===== src/rtl/rotfpga_scan_ctrl.sv =====
// rotfpga_scan_ctrl: multi-lane config scan chain with frame-aligned commit; ROTFPGA_SCAN_CRC_EN adds lane-0 CRC-8 gating
module rotfpga_scan_ctrl #(
  parameter int LANES = 2,
  parameter int DEPTH = 64
) (
  input  logic                   clk,
  input  logic                   rst,
  input  logic                   in_se,
  input  logic [LANES-1:0]       in_sc,
  input  logic                   in_commit,
  output logic [LANES-1:0]       out_sc,
  output logic [LANES*DEPTH-1:0] cfg,
  output logic                   frame_done,
  output logic                   commit_err,
  output logic [7:0]             crc
);
  localparam int CW = $clog2(DEPTH);
  typedef enum logic [1:0] {IDLE, SHIFT, COMMIT} state_t;
  state_t state_q, state_d;
  logic [LANES-1:0][DEPTH-1:0] chain_q, chain_d, cfg_q;
  logic [CW-1:0] cnt_q, cnt_d;
  logic fd_q, err_q, err_d, wrap, accept, crc_ok;
`ifdef ROTFPGA_SCAN_CRC_EN
  logic [7:0] crc_q, crc_d;
  logic fb;
  // bit-serial CRC-8 (poly 0x07, MSB-first) over lane 0, cleared when a frame is committed
  always_comb begin
    fb = crc_q[7] ^ in_sc[0];
    crc_d = accept ? 8'h00 : in_se ? ({crc_q[6:0], 1'b0} ^ (fb ? 8'h07 : 8'h00)) : crc_q;
  end
  // CRC register
  always_ff @(posedge clk) crc_q <= rst ? 8'h00 : crc_d;
  assign crc_ok = (crc_q == 8'h00);
  assign crc = crc_q;
`else
  assign crc_ok = 1'b1;
  assign crc = 8'h00;
`endif
  // chain shift, bit counter, commit acceptance and control state selection
  always_comb begin
    for (int k = 0; k < LANES; k++) chain_d[k] = in_se ? {chain_q[k][DEPTH-2:0], in_sc[k]} : chain_q[k];
    wrap = in_se && (cnt_q == CW'(DEPTH - 1));
    cnt_d = in_se ? (wrap ? '0 : cnt_q + 1'b1) : cnt_q;
    accept = in_commit && !in_se && (state_q != SHIFT) && crc_ok;
    err_d = accept ? 1'b0 : (in_commit ? 1'b1 : err_q);
    state_d = accept ? COMMIT : ((cnt_d != '0) ? SHIFT : IDLE);
  end
  // control state register
  always_ff @(posedge clk) state_q <= rst ? IDLE : state_d;
  // datapath registers; cfg loads only on an accepted commit
  always_ff @(posedge clk) begin
    if (rst) begin
      chain_q <= '0;
      cfg_q <= '0;
      cnt_q <= '0;
      fd_q <= 1'b0;
      err_q <= 1'b0;
    end else begin
      chain_q <= chain_d;
      cfg_q <= accept ? chain_q : cfg_q;
      cnt_q <= cnt_d;
      fd_q <= wrap;
      err_q <= err_d;
    end
  end
  // serial outputs are the chain MSBs
  always_comb for (int k = 0; k < LANES; k++) out_sc[k] = chain_q[k][DEPTH-1];
  assign cfg = cfg_q;
  assign frame_done = fd_q;
  assign commit_err = err_q;
endmodule

===== config.mk =====
export PLATFORM = sky130hd
export DESIGN_NAME = rotfpga_scan_ctrl
export DESIGN_NICKNAME = d
export VERILOG_FILES = /design/src/rtl/rotfpga_scan_ctrl.sv
export SDC_FILE = /design/constraint.sdc
export NUM_CORES = 1
export LEC_CHECK = 0
export BUFFER_PORTS_ARGS = -buffer_cell sky130_fd_sc_hd__buf_2
export CAP_MARGIN = 5
export CORE_UTILIZATION = 50
export CTS_CLUSTER_SIZE = 24
export DETAILED_ROUTE_END_ITERATION = 6
export PLACE_DENSITY_LB_ADDON = 0.2
export SYNTH_ARGS = -nofsm -noshare
export SYNTH_HDL_FRONTEND = slang
export SYNTH_SLANG_ARGS = --single-unit

===== constraint.sdc =====
create_clock -name clk -period 1.45 [get_ports clk]
set_input_delay 0.145 -clock clk [delete_from_list [all_inputs] [get_ports clk]]
set_output_delay 0.145 -clock clk [all_outputs]
set_load 0.05 [all_outputs]

==> impl_metrics.env <==
export IMPL_final_hold_violation_count=0
export IMPL_utilization=0.619
export IMPL_async_reset_ff_frac=0
export IMPL_antenna_found_initial=0
export IMPL_overflow=0
export IMPL_die_h_um=135
export IMPL_grtUsageTotal=0.182
export IMPL_synth_seq_cells=266
export IMPL_syn_inst=757
export IMPL_r2r_start="cnt_q[1]"
export IMPL_ys_warn_count=0
export IMPL_r2r_end="state_q[0]"
export IMPL_place_congestion=0.750
export IMPL_yosysSeqAreaShare=0.601
export IMPL_ff2ff_setup_slack_ns=0.02
export IMPL_synth_top_area_share=0.601
export IMPL_detail_route_wl_per_cell_um=15.6
export IMPL_rsz0062_at_grt="true"
export IMPL_holdPathStages=2
export IMPL_holdCritStartpoint="rst"
export IMPL_area_growth_pct=20.9
export IMPL_synth_area_um2=8860
export IMPL_required_ns=1.85
export IMPL_drt_iter0_drc=284
export IMPL_final_max_slew_violation_count=0
export IMPL_htreeDepth=1
export IMPL_cp_arrival_ns=1.83
export IMPL_min_delay_path_class="in2reg"
export IMPL_die_w_um=135
export IMPL_yosys_top_cells_count="266 x dfxtp_1, 136 x nor2_1, 129 x mux2i_1"
export IMPL_antenna_left=0
export IMPL_critPathKind="reg2reg"
export IMPL_finalClockSkew_ns=0.00555
export IMPL_cts_root_buffer="clkbuf_16"
export IMPL_io_buffers=137
export IMPL_synth_cell_types=27
export IMPL_p_leak_uw=0.00494
export IMPL_synthFlopType="dfxtp_1"
export IMPL_dp_hpwl_um=10400
export IMPL_grt_pass1_wl_um=27600
export IMPL_drive_gt1_frac=0.230
export IMPL_fin_ws_ns=0.0196
export IMPL_start_util=0.512
export IMPL_die_area_um2=18300
export IMPL_status="finished clean"
export IMPL_synth_edf_count=0
export IMPL_dr_pass1_iters=4
export IMPL_worst_skew_pair_late_latency_ns=0.51
export IMPL_vias_per_cell=5.25
export IMPL_worst_pin_slew_ns=0.820
export IMPL_slew_headroom=0.454
export IMPL_place_ws_ns=0.00597
export IMPL_first_global_vias=5610
export IMPL_coreArea_um2=17300
export IMPL_num_antenna_cells=0
export IMPL_drv_cap=0
export IMPL_synth_area_leaders="dfxtp_1 60%, mux2i_1 15%, a22o_1 13%"
export IMPL_yosysMostFrequentCell="dfxtp_1"
export IMPL_top_level_ports=146
export IMPL_routed_wl_um=17600
export IMPL_cts_buffer_depth=3
export IMPL_nets=894
export IMPL_power_density_nw_per_um2=1360
export IMPL_fmax_mhz=699
export IMPL_grt_max_degree=77
export IMPL_setup_viol=0
export IMPL_syn_avg_cell_area_um2=11.7
export IMPL_cp_end_kind="flop"
export IMPL_hold_path_end="state_q[1]"
export IMPL_cts_sinks=266
export IMPL_path_clk_slew_ns=0.06
export IMPL_row_count=48
export IMPL_yosys_area_top_type="dfxtp_1"
export IMPL_crit_fanout=2
export IMPL_irDropWorstVdd_uv=923
export IMPL_rr_worst_depth=5
export IMPL_min_period_ns=1.43
export IMPL_worstSetupStartpointType="flop"
export IMPL_cts_made_buffers=26
export IMPL_vias=5928
export IMPL_fin_crit_sh=0.987
export IMPL_critical_path_startpoint="cnt_q[1]"
export IMPL_cts_tree="done"
export IMPL_drc=0
## state kept, by name, indices dropped and copies added (netlist names)
name        flops
frame_done      1
chain_q       126
cfg           128
cnt_q           6
out_sc          2
state_q         2
commit_err      1
## critical path, cell delays in order (launching register included)
cell     delay, ns
dfxtp_2       0.34
ha_4          0.16
and3_4        0.16
and2_4        0.15
o31a_1        0.23
o31a_1        0.28
## cell type report
class,instances,area [um2]
Timing Repair Buffer,163,1040
Fill cell,1401,6590
Multi-Input combinational cell,430,3200
Tap cell,225,282
Clock buffer,39,771
Clock inverter,7,91.3
Sequential cell,266,5330
## power breakdown
group,total [uW],leakage (uW),internal [uW],switching (uW)
clock,6640,0.000421,4020,2620
sequential,7340,0.00214,7330,14.9
combinational,593,0.00237,196,397
total,14600,0.00494,11500,3030
## cell families after synthesis
family | count (synthesis) | synth area share
flip-flops | 266 | 0.601
AND/OR/NAND/NOR | 151 | 0.0691
AO/OA/AOI/OAI | 137 | 0.133
multiplexers | 129 | 0.146
buffers and inverters | 68 | 0.0448
XOR/XNOR | 4 | 0.00396
adder cells (fa/ha/maj) | 1 | 0.00141
other | 1 | 0.000423
## through the flow
step                 TNS, ns  cell area [um2]  cells  total power, uW  hold WS (ns)
finish                     0            10700   1130            14600        0.0734
global placement           0             9680   1075             8030         0.361
global route          -0.180            10700   1130            15100        0.0656
CTS                 -0.00215            10600   1125            14700       0.00280
floorplan                  0             8890    764             7950         0.255
detailed placement         0             9680   1075             8040         0.369
## how the worst max path moves through the flow
stage                     cells after the start  slack, ns    endpoint
after floorplan                               5      0.002  state_q[0]
after global placement                        5       0.03  state_q[0]
after detailed placement                      5      0.006  state_q[0]
after CTS                                     5     -0.002     cfg[92]
after global routing                          6      -0.02     cfg[24]
final                                         5       0.02  state_q[0]
## layer usage
| metal | share of wire | wire [um] | track usage | vias up |
|---|---|---|---|---|
| met5 | 0 | 0 | 0 | - |
| met4 | 0.017 | 294 | 0.0487 | 0 |
| met3 | 0.061 | 1070 | 0.0443 | 24 |
| met2 | 0.47 | 8190 | 0.301 | 135 |
| met1 | 0.46 | 8030 | 0.238 | 2843 |
| li1 | - | - | - | 2926 |
## placed cells by master (no fill, tap or decap), types with 2 or more instances in the layout
| cell type | n |
|---|---|
| clkbuf_1 | 7 |
| dlygate4sd3_1 | 4 |
| nand2_1 | 3 |
| bufinv_16 | 2 |
| o21a_1 | 2 |
| dfxtp_2 | 2 |
| nand4_1 | 2 |
| dfxtp_1 | 264 |
| buf_6 | 4 |
| buf_4 | 11 |
| a22o_1 | 128 |
| conb_1 | 8 |
| xor2_1 | 2 |
| o31a_1 | 2 |
| nor2b_1 | 3 |
| buf_2 | 135 |
| buf_12 | 6 |
| xnor2_1 | 2 |
| nor2_1 | 135 |
| clkbuf_8 | 5 |
| clkbuf_16 | 30 |
| clkinv_2 | 3 |
| a21oi_1 | 2 |
| mux2i_1 | 129 |
## repair_timing
action                                 CTS  global route
cloned                                   0             3
setup endpoints to repair                2           124
setup buffers                            0             2
resized for setup                        2             7
pin swaps                                0             1
endpoints found under the hold margin    4             0
hold buffers                             4             0
(Power assumes the default switching activity.)
